[src/rtl/imem_loader_if.sv]
// Byte-stream input channel and instruction-memory write port of the
// instruction-memory loader. The master side is the loader; the slave side is
// the byte source together with the memory being filled.
interface imem_loader_if;
    logic        byte_valid;
    logic [7:0]  byte_data;
    logic        byte_ready;
    logic        mem_we;
    logic [31:0] mem_addr;
    logic [31:0] mem_wdata;

    modport master (
        input  byte_valid,
        input  byte_data,
        output byte_ready,
        output mem_we,
        output mem_addr,
        output mem_wdata
    );

    modport slave (
        output byte_valid,
        output byte_data,
        input  byte_ready,
        input  mem_we,
        input  mem_addr,
        input  mem_wdata
    );
endinterface

[src/rtl/imem_loader.sv]
// Instruction-memory loader: packs a byte stream MSB-first into 32-bit words,
// writes them sequentially into the CPU instruction memory, and releases the
// CPU's active-low reset once the requested number of words has been written.
// Every output is decoded from registered state and counters only.
module imem_loader #(
    parameter int ADDR_W  = 8,
    parameter int TIMEOUT = 1024
) (
    input  logic              clk_i,
    input  logic              rst_i,
    input  logic              start_i,
    input  logic [ADDR_W:0]   len_i,
    imem_loader_if.master     bus,
    output logic              cpu_rst_n_o,
    output logic              busy_o,
    output logic              done_o,
    output logic              err_o,
    output logic [ADDR_W:0]   word_cnt_o
);

    // Idle counter wide enough to reach TIMEOUT; one bit when the timeout is off.
    localparam int TW = (TIMEOUT > 0) ? $clog2(TIMEOUT + 1) : 1;
    localparam logic [ADDR_W:0] DEPTH = {1'b1, {ADDR_W{1'b0}}};

    typedef enum logic [2:0] {
        S_IDLE,
        S_RECV,
        S_WRITE,
        S_DONE,
        S_ERR
    } state_t;

    state_t          state;
    state_t          state_next;
    logic [ADDR_W:0] len_q;
    logic [ADDR_W:0] len_sat;
    logic [ADDR_W:0] word_cnt;
    logic [ADDR_W:0] word_cnt_inc;
    logic [1:0]      byte_cnt;
    logic [TW-1:0]   idle_cnt;
    logic [TW-1:0]   idle_cnt_inc;
    logic [31:0]     word_sr;
    logic            take_start;
    logic            accept;

    // Requested lengths beyond the memory depth are clamped so the address never wraps.
    assign len_sat      = (len_i > DEPTH) ? DEPTH : len_i;
    assign word_cnt_inc = word_cnt + (ADDR_W + 1)'(1);
    assign idle_cnt_inc = idle_cnt + TW'(1);
    assign word_cnt_o   = word_cnt;

    // State register.
    always_ff @(posedge clk_i) begin
        if (rst_i) begin
            state <= S_IDLE;
        end else begin
            state <= state_next;
        end
    end

    // Next-state decode and state-derived outputs.
    always_comb begin
        state_next     = state;
        take_start     = 1'b0;
        accept         = 1'b0;
        bus.byte_ready = 1'b0;
        bus.mem_we     = 1'b0;
        bus.mem_addr   = 32'd0;
        bus.mem_wdata  = 32'd0;
        cpu_rst_n_o    = 1'b0;
        busy_o         = 1'b0;
        done_o         = 1'b0;
        err_o          = 1'b0;

        case (state)
            S_IDLE, S_DONE, S_ERR: begin
                done_o      = (state == S_DONE);
                cpu_rst_n_o = (state == S_DONE);
                err_o       = (state == S_ERR);
                if (start_i) begin
                    take_start = 1'b1;
                    state_next = (len_sat == '0) ? S_DONE : S_RECV;
                end
            end
            S_RECV: begin
                bus.byte_ready = 1'b1;
                busy_o         = 1'b1;
                accept         = bus.byte_valid;
                if (accept) begin
                    if (byte_cnt == 2'd3) begin
                        state_next = S_WRITE;
                    end
                end else if ((TIMEOUT != 0) && (idle_cnt_inc == TW'(TIMEOUT))) begin
                    state_next = S_ERR;
                end
            end
            S_WRITE: begin
                busy_o        = 1'b1;
                bus.mem_we    = 1'b1;
                bus.mem_addr  = 32'(word_cnt[ADDR_W-1:0]) << 2;
                bus.mem_wdata = word_sr;
                state_next    = (word_cnt_inc == len_q) ? S_DONE : S_RECV;
            end
            default: begin
                state_next = S_IDLE;
            end
        endcase
    end

    // Load length, word/byte counters and idle counter.
    always_ff @(posedge clk_i) begin
        if (rst_i) begin
            len_q    <= '0;
            word_cnt <= '0;
            byte_cnt <= 2'd0;
            idle_cnt <= '0;
        end else if (take_start) begin
            len_q    <= len_sat;
            word_cnt <= '0;
            byte_cnt <= 2'd0;
            idle_cnt <= '0;
        end else if (state == S_RECV) begin
            if (accept) begin
                byte_cnt <= byte_cnt + 2'd1;
                idle_cnt <= '0;
            end else begin
                idle_cnt <= idle_cnt_inc;
            end
        end else if (state == S_WRITE) begin
            word_cnt <= word_cnt_inc;
            byte_cnt <= 2'd0;
            idle_cnt <= '0;
        end
    end

    // Byte packer: each accepted byte shifts in at the bottom, so the first lands in [31:24].
    always_ff @(posedge clk_i) begin
        if (accept) begin
            word_sr <= {word_sr[23:0], bus.byte_data};
        end
    end

endmodule
[src/flat_wrapper.sv]
// flat-port wrapper written by rule: the top's interface ports become plain ports
module imem_loader_flat 
#(
    parameter int ADDR_W  = 8,
    parameter int TIMEOUT = 1024
)
  (clk_i, rst_i, start_i, len_i, cpu_rst_n_o, busy_o, done_o, err_o, word_cnt_o, bus_byte_valid, bus_byte_data, bus_byte_ready, bus_mem_we, bus_mem_addr, bus_mem_wdata);
  imem_loader_if bus_i ();
  input  logic clk_i;
  input  logic rst_i;
  input  logic start_i;
  input  logic [ADDR_W:0] len_i;
  output logic cpu_rst_n_o;
  output logic busy_o;
  output logic done_o;
  output logic err_o;
  output logic [ADDR_W:0] word_cnt_o;
  input wire logic [$bits(bus_i.byte_valid)-1:0] bus_byte_valid;
  input wire logic [$bits(bus_i.byte_data)-1:0] bus_byte_data;
  output wire logic [$bits(bus_i.byte_ready)-1:0] bus_byte_ready;
  output wire logic [$bits(bus_i.mem_we)-1:0] bus_mem_we;
  output wire logic [$bits(bus_i.mem_addr)-1:0] bus_mem_addr;
  output wire logic [$bits(bus_i.mem_wdata)-1:0] bus_mem_wdata;
  assign bus_i.byte_valid = bus_byte_valid;
  assign bus_i.byte_data = bus_byte_data;
  assign bus_byte_ready = bus_i.byte_ready;
  assign bus_mem_we = bus_i.mem_we;
  assign bus_mem_addr = bus_i.mem_addr;
  assign bus_mem_wdata = bus_i.mem_wdata;
  imem_loader #(.ADDR_W(ADDR_W), .TIMEOUT(TIMEOUT)) u_core (.clk_i(clk_i), .rst_i(rst_i), .start_i(start_i), .len_i(len_i), .bus(bus_i), .cpu_rst_n_o(cpu_rst_n_o), .busy_o(busy_o), .done_o(done_o), .err_o(err_o), .word_cnt_o(word_cnt_o));
endmodule
[config.mk]
export PLATFORM = sky130hd
export DESIGN_NAME = imem_loader_flat
export DESIGN_NICKNAME = d
export VERILOG_FILES = /design/src/rtl/imem_loader_if.sv /design/src/rtl/imem_loader.sv /design/src/flat_wrapper.sv
export SDC_FILE = /design/constraint.sdc
export NUM_CORES = 1
export LEC_CHECK = 0
export ABC_AREA = 1
export BUFFER_PORTS_ARGS = -buffer_cell sky130_fd_sc_hd__buf_2
export CAP_MARGIN = 10
export CORE_AREA = 8 8 124 126
export DETAILED_ROUTE_END_ITERATION = 7
export DIE_AREA = 0 0 132 134
export PLACE_DENSITY = 0.45
export SYNTH_ARGS = -nofsm -noshare
export SYNTH_HDL_FRONTEND = slang
export SYNTH_SLANG_ARGS = --single-unit
[constraint.sdc]
create_clock -name clk_i -period 4.5 [get_ports clk_i]
set_clock_uncertainty 0.05 [all_clocks]
set_input_delay 0.225 -clock clk_i [delete_from_list [all_inputs] [get_ports clk_i]]
set_output_delay 0.225 -clock clk_i [all_outputs]
set_load 0.05 [all_outputs]
# ---- Word-level counts from Yosys, hierarchy flattened
# Index checks and enable logic that the tools add are counted.
dict set report totals {
  output_inout_bits 79
  mem_bits_rw 0
  n_memories 0
  elab_cells 55
  inputBits 21
  latch_bits 0
  romBits 0
  register_bits 66
}
dict set report classes {
  n_bitwise 1
  n_reduce_logical 9
  order_cmp 1
  n_div 0
  n_mul 0
  n_mux 24
  shifts 0
  n_eq_ne 11
  add_sub_neg 3
}
# operator n
set op_table {}
lappend op_table {{$mux W11} 3}
lappend op_table {{$mux W32} 1}
lappend op_table {{$mux W3} 4}
lappend op_table {{$add A11 B1 Y11 const B} 1}
lappend op_table {{$eq A11 B11 Y1 const B} 1}
lappend op_table {{$mux W10} 1}
lappend op_table {{$mux W2} 5}
lappend op_table {{$add A9 B1 Y9 const B} 1}
lappend op_table {{$eq A9 B9 Y1} 1}
lappend op_table {{$gt A9 B9 Y1 const B} 1}
lappend op_table {{$logic_not A9 Y1} 1}
lappend op_table {{$mux W9} 1}
lappend op_table {{$pmux W3 S3} 1}
lappend op_table {{$mux W1} 8}
lappend op_table {{$eq A3 B2 Y1 const B} 2}
lappend op_table {{$ne A3 B2 Y1 const B} 2}
lappend op_table {{$reduce_and A2 Y1} 2}
lappend op_table {{$reduce_or A2 Y1} 2}
lappend op_table {{$eq A3 B1 Y1 const B} 1}
lappend op_table {{$eq A3 B3 Y1 const B} 1}
lappend op_table {{$logic_not A3 Y1} 1}
lappend op_table {{$reduce_and A3 Y1} 1}
lappend op_table {{$reduce_or A3 Y1} 1}
lappend op_table {{$add A2 B1 Y2 const B} 1}
lappend op_table {{5 further kinds} 5}

# ---- Logic depth before layout (Yosys ltp)
# Gate-level depths: netlist (run 1).
dict set report depth {
  depth_word 6
  mapped_depth 14
  mapped_depth_nobuf 14
}

# ---- Worst setup path before layout (run 1)
# No wires, ideal clock.
dict set report synth_timing {
  path_kind {register to register}
  start {register u_core.state[0]}
  end {register u_core.byte_cnt[1]}
  required_time_ns 4.334
  n_path_buf 0
  t_arrival_ns 2.043
  slack_ns 2.292
  synth_period_minus_slack_ns 2.208
  stages_incl_launch_ff 8
  setup_time_ns 0.116
  path_cell_list {dfxtp_1 > inv_1 > nor3_4 > nand2_1 > inv_1 > nor2_1 > a21oi_1 > nor2_1}
}
dict set report synth_between {
  elab_chain_len 4
  word_cells_on_any_way 13
  classes_between {eq/ne: 5; mux: 3; reduce/logical: 5}
}
# item line
set synth_rtl {}
lappend synth_rtl {{start: declaration} imem_loader.sv:33} ;# state_t state;
lappend synth_rtl {{start signal: assignment} imem_loader.sv:57} ;# state <= state_next;
lappend synth_rtl {{$eq A3 B1 Y1} imem_loader.sv:75} ;# case (state)
lappend synth_rtl {{$mux W1} imem_loader.sv:75}
lappend synth_rtl {{named net u_core.accept} imem_loader.sv:44} ;# logic accept;
lappend synth_rtl {{$ne A2 B1 Y1 (no line)} n/a}
lappend synth_rtl {{$reduce_and A2 Y1 (no line)} n/a}
lappend synth_rtl {{end signal: assignment} imem_loader.sv:124} ;# byte_cnt <= byte_cnt + 2'd1;
lappend synth_rtl {{end: declaration} imem_loader.sv:39} ;# logic [1:0] byte_cnt;
# The timed path passes the listed nets, and every way through them passes these cells.
# A chain may end at the register's enable or synchronous reset.

# ---- Worst setup path in the final report (run 1)
dict set report layout_timing {
  start {register u_core.state[1]}
  end {output bus_mem_addr[2]}
}
dict set report layout_between {
  elab_chain_len 2
}
# item line
set layout_rtl {}
lappend layout_rtl {{$eq A3 B2 Y1} imem_loader.sv:75}
lappend layout_rtl {{$mux W10} imem_loader.sv:75}
lappend layout_rtl {{end: declaration} flat_wrapper.sv:22} ;# output wire logic [$bits(bus_i.mem_addr)-1:0] bus_mem_addr;
# No other way between the ends.

==> metrics.txt, run 1 <==
die area=17700 um2; top post-synthesis cells by area=edfxtp_1 28%, dfxtp_1 20%, nand2_1 9.5%; vias in the first global route=2839; Via density=4.13; Post-DP Area=3890 um2; drt pass-1 iters=4; antenna cells=0; FP Rows=43; fraction of registers with async set/reset=0%; worst-skew pair later-pin latency=340 ps; mux contribution to synthesized area=0%; WL met1=3800 um; clock buffer depth=2; prevailing post-synth register cell=dfxtp_1; Syn. warnings=0; width of the die=132 um; leading area contributor after synthesis=edfxtp_1; fmax=0.379 GHz; Hold-fix buffers, CTS=0; Synth Area in Adders=under 10%; status=finished, final reports clean; DP HPWL=6640 um; P_leak=2.01 nW; worst slew pin tran=718 ps; Simple-Gate Fraction of Synth Area=between 20% and 30%; Pwr Density=597 nW/um2; # setup viols final=0; max-slew violation count=0; CP Capture Type=primary output; Critical Path AT=2360 ps; worst hold slack=17.2 ps; Yosys top cell area share=28.0%; most common cell in the netlist=nand2_1; Distinct cells, synth=35; WL final=roughly 8800 um; setup slack, reg-to-reg=2240 ps; PortBufs=75; NetSw=about 1.1 mW; All-Layer GR Usage=10.2%; io pins=100; Clock Tree Root=clkbuf_16; core outline area=between 10000 and 15000 um2; CP Cell Sequence=nand2_1 > nor2_1 > inv_1 > buf_4 > nor2_1 > buf_2; Seq/Total Area, Yosys=a little under half; hold crit path type=in2reg; number of synthesized flops with an enable pin=32; crit path max fanout=50; Antenna Violating Nets Remaining=0; startpoint types=flop; RePlAce Congestion=0.788; Initial DRC Count=~110; TritonCTS clock tree=done; WS Path Type=reg2out; Finished Cell Area=4200 um2; setup TNS=0 ps; most frequent CP cell=nor2_1; initial cell density of the core=25.4%; die height=134 um; Area Growth Syn to Fin=22.5%; pin count of the biggest net entering global routing=51; syn avg cell area=7.74 um2; Overall Power=2.51 mW; # resized after CTS=0; Synth Area in Compound Gates=under 10%; RSZ-0062 raised after global routing=no; Syn Inst Count=roughly 440; main combinational cell family by area after synthesis=simple AND/OR/NAND/NOR gates; CTS Sinks=66; DRC=0; met2 WL=~4300 um; Worst-path clk slew=50 ps; non-filler cells, final=~710; Rel. slew slack=52.0%; cell internal pwr=1.42 mW; final hold violation count=0; antenna violations before repair=0; total of max-cap violations=0; Req. time, crit path=4220 ps; flops & latches, synth=66; first-pass GRT wire length=14300 um; Inst Count DP=689; Top Metal Used=met4; total number of vias=2909; CTS Buf Count=9; mapped cell area=roughly 3400 um2; Clock Power Share=a little under 30%; Logic pwr share=38.4%; Worst path max stage delay=570 ps; Slowest-stage cell, CP=nor2_1; Post-CTS Setup Repair Bufs=0; nets=544; Sequential Power Share=32.4%; htree depth=3; post-synthesis xor/xnor area fraction=less than 1%; total grt overflow=0; wire length per cell=12.5 um; layout cells sized above 1=between 20% and 30%; Max IR drop VDD=about 0.00022 V; Sw Share=roughly 44%; Tcrit/Tclk final=58.6%; Tmin final=2640 ps; WL met3=522 um; top post-synthesis cells by count=87 x nand2_1, 78 x inv_1, 71 x nor2_1
==> cells in the final DEF, fill, tap and decap left out, drive strengths merged, types with 9 or more instances in the layout <==
cell / synthesis / final
a21oi: 18 / 18
o21ai: 16 / 16
nand2: 91 / 91
nor2: 78 / 78
clkbuf: 3 / 9
dfxtp: 34 / 34
conb: 1 / 24
nand3: 27 / 27
inv: 83 / 83
buf: 31 / 77
edfxtp: 32 / 32
==> flip-flops by register name (all words and copies together), names as in the netlist <==
register,count
u_core.byte_cnt,2
u_core.state,3
u_core.len_q,9
u_core.idle_cnt,11
u_core.word_sr,32
u_core.word_cnt_o,9
==> power groups by stage <==
stage	clock network, mW	logic, mW	registers [mW]
final	0.733	0.962	0.811
after floorplan	0	0.732	0.857
after global routing	0.781	1.05	0.825
after global placement	0	0.972	0.821
after detailed placement	0	0.976	0.824
after CTS	0.759	0.978	0.812
==> layer usage <==
metal / GRT usage [%] / vias up
li1: - / 1495
met1: 11.7 / 1340
met2: 16.4 / 63
met3: 3.59 / 11
met4: 5.74 / 0
met5: 0 / -
==> critical path, delay by kind of cell, from the launching register on <==
| family | cells | cell delay (ps) |
|---|---|---|
| AND/OR/NAND/NOR | 3 | 920 |
| buffers and inverters | 3 | 700 |
| flip-flops | 1 | 400 |
==> final cells by class <==
type                    instances  area (um2)
multi-input cells             283        1320
repair buffers                 77         390
inverters                      83         312
clock buffers                   9         225
well taps                     180         225
flip-flops and latches         66        1640
clock inverters                 7        83.8
fillers                      1454        9310
==> logic make-up (layout without fill, tap and decap cells) <==
family / after synthesis / after routing
flops: 66 / 66
xor+xnor: 3 / 3
compound gates: 47 / 47
fa+ha+maj: 3 / 3
buf+inv: 117 / 176
other cells: 1 / 24
simple gates: 206 / 206
==> path summary, 6_finish.rpt <==
kind	startpoint	endpoint	cells after the start
max	u_core.state[1]$_SDFFE_PP0P_	bus_mem_addr[2]	6
min	bus_byte_data[6]	u_core.word_sr[6]$_DFFE_PP_	1
min reg2reg	u_core.word_sr[9]$_DFFE_PP_	u_core.word_sr[17]$_DFFE_PP_	0
max reg2reg	u_core.state[1]$_SDFFE_PP0P_	u_core.idle_cnt[1]$_SDFFE_PP0P_	9
==> stage by stage <==
step,utilization (%),setup slack [ps]
floorplan,-,2290
global placement,28.8,2250
detailed placement,28.8,2180
CTS,31.1,1830
global route,31.1,1670
finish,31.1,1860
Power figures use the tool's default switching activity.
==> run 2: changes to the inputs <==
- ABC_AREA: 1 -> 0
- CORE_AREA: 8 8 124 126 -> 8 8 123 125
- DIE_AREA: 0 0 132 134 -> 0 0 131 133
- PLACE_DENSITY: 0.45 -> 0.47
- clock period: 4.5 -> 2.3 ns (I/O delays scaled with it)
==> run 2 against run 1 <==
Effect of this change: sequential power rose by 89%; synthesized area fell by 1.6%; critical path depth stayed put; cell count fell by 14%; clock-buffer cell count unchanged; hold slack improved by 35 ps; highest routed layer unchanged.
==> metrics.txt, run 2 <==
Initial DRC Count=175; Distinct cells, synth=56; # setup viols final=0; All-Layer GR Usage=9.59%; fraction of registers with async set/reset=0%; most common cell after layout, fill and taps aside=buf_2; prevailing post-synth register cell=dfxtp_1; top post-synthesis cells by area=edfxtp_1 28%, dfxtp_1 20%, and2_1 7.8%; PortBufs=75; initial cell density of the core=25.8%; Area Growth Syn to Fin=28.1%; Req. time, crit path=2130 ps; Worst-path clk slew=~60 ps; RePlAce Congestion=0.782; crit path max fanout=50; leading area contributor after synthesis=edfxtp_1; Pwr Density=1100 nW/um2; Synth Area in Compound Gates=11.1%; Yosys top cell area share=between 20% and 30%; total grt overflow=0; top flop regs=u_core.word_sr (32), u_core.idle_cnt (11); hold crit path type=in2reg; final core utilization=33.0%; most frequent cells in the layout=75 x buf_2, 42 x and2_1, 33 x nor2_1, 33 x dfxtp_1, 32 x edfxtp_1; Max IR drop VDD=0.000422 V; fillers=1363; P_leak=about 1.8 nW; startpoint types=flop; total number of vias=2589; core outline area=13100 um2; FP Rows=42; TritonCTS clock tree=done; most flop-heavy register=u_core.word_sr; CP Capture Type=primary output; syn avg cell area=between 10 and 15 um2; pin count of the biggest net entering global routing=51; Synth Area in Adders=1.11%; Seq/Total Area, Yosys=48.6%; WL final=8320 um; clock buffer depth=2; Tmin final=2110 ps; total of max-cap violations=0; Critical Path AT=1950 ps; final hold violation count=0; Overall Power=approximately 4.8 mW; post-synthesis xor/xnor area fraction=5.45%; width of the die=131 um; CTS Buf Count=9; Simple-Gate Fraction of Synth Area=23.8%; first-pass GRT wire length=13100 um; mux contribution to synthesized area=0.890%; status=finished, final reports clean; max reg flops=32; wire length per cell=13.8 um; Syn. warnings=0; CTS Sinks=66; top post-synthesis cells by count=42 x and2_1, 35 x nor2_1, 34 x dfxtp_1; Antenna Violating Nets Remaining=0; DP HPWL=6180 um; antenna cells=0; most common cell in the netlist=and2_1; max-slew violation count=0; Via density=around 4.3; DRC=0; fmax=0.473 GHz; Syn Inst Count=334; Post-CTS Setup Repair Bufs=0; setup ws final=187 ps; htree depth=3; Tcrit/Tclk final=between 90% and 100%; pre-CTS setup slack=157 ps; vias in the first global route=roughly 2500; die height=roughly 130 um; RSZ-0062 raised after global routing=yes; number of synthesized flops with an enable pin=32; io pins=100; setup slack, reg-to-reg=approximately 190 ps; worst-skew pair later-pin latency=approximately 330 ps; main combinational cell family by area after synthesis=simple AND/OR/NAND/NOR gates; Clock Tree Root=clkbuf_16; flops & latches, synth=66; die area=approximately 17000 um2; WS Path Type=reg2out; nets=447; layout cells sized above 1=27.6%; drt pass-1 iters=4; antenna violations before repair=0; mapped cell area=about 3400 um2; worst hold slack=between 50 and 60 ps
## run 2: metal layers
metal | global-route usage (%) | share of wire [%] | vias to the layer above
met5 | 0 | 0 | -
met4 | 4.85 | 1.4 | 0
met3 | 2.21 | 6.3 | 9
met2 | 16.3 | 51 | 59
met1 | 10.9 | 42 | 1218
li1 | - | - | 1303
## run 2: final timing paths
check	start	endpoint	depth (start not counted)
min reg2reg	u_core.word_sr[7]$_DFFE_PP_	u_core.word_sr[15]$_DFFE_PP_	0
min	rst_i	u_core.state[2]$_SDFFE_PP0P_	2
max	u_core.state[2]$_SDFFE_PP0P_	busy_o	6
max reg2reg	u_core.word_cnt_o[1]$_SDFFE_PP0P_	u_core.state[1]$_SDFFE_PP0P_	6
## run 2: kinds of logic (layout without fill, tap and decap cells)
| logic type | count (synthesis) | in the layout |
|---|---|---|
| AND/OR/NAND/NOR | 138 | 138 |
| flip-flops | 66 | 66 |
| AO/OA/AOI/OAI | 54 | 54 |
| buffers and inverters | 48 | 119 |
| XOR/XNOR | 21 | 21 |
| adder cells (fa/ha/maj) | 3 | 3 |
| multiplexers | 3 | 3 |
| other | 1 | 24 |
## run 2: where the power goes
group	internal [mW]	switching [mW]	total, mW
registers	1.42	0.112	1.53
clock network	0.848	0.544	1.39
logic	0.507	1.33	1.84
total	2.77	1.99	4.76
## run 2: stage by stage
| step | instance area (um2) | instances | setup TNS, ps |
|---|---|---|---|
| after floorplan | 3470 | 357 | 0 |
| final | 4320 | 604 | 0 |
| after CTS | 4320 | 604 | 0 |
| after global routing | 4320 | 604 | -26.5 |
| after detailed placement | 3890 | 576 | 0 |
| after global placement | 3890 | 576 | 0 |
## run 2: timing repair
item,in CTS,in global routing
endpoints found under the hold margin,12,0
setup endpoints to repair,0,2
resized for setup,0,3
hold buffers,12,0
## run 2: area by class of cell
type	instances	area, um2	share of cell area [%]
Inverter	5	22.5	0.521
Tap cell	176	220	5.10
Multi-Input combinational cell	243	1530	35.4
Clock inverter	7	78.8	1.82
Timing Repair Buffer	98	603	14.0
Clock buffer	9	225	5.21
Sequential cell	66	1640	38.0
## run 2: worst max-delay path: stages, from the launching register on
cell and delay [ps]:
dfxtp_1 400, nand2b_1 250, nor2_2 190, buf_12 230, nor2_1 80, inv_1 160, buf_2 300
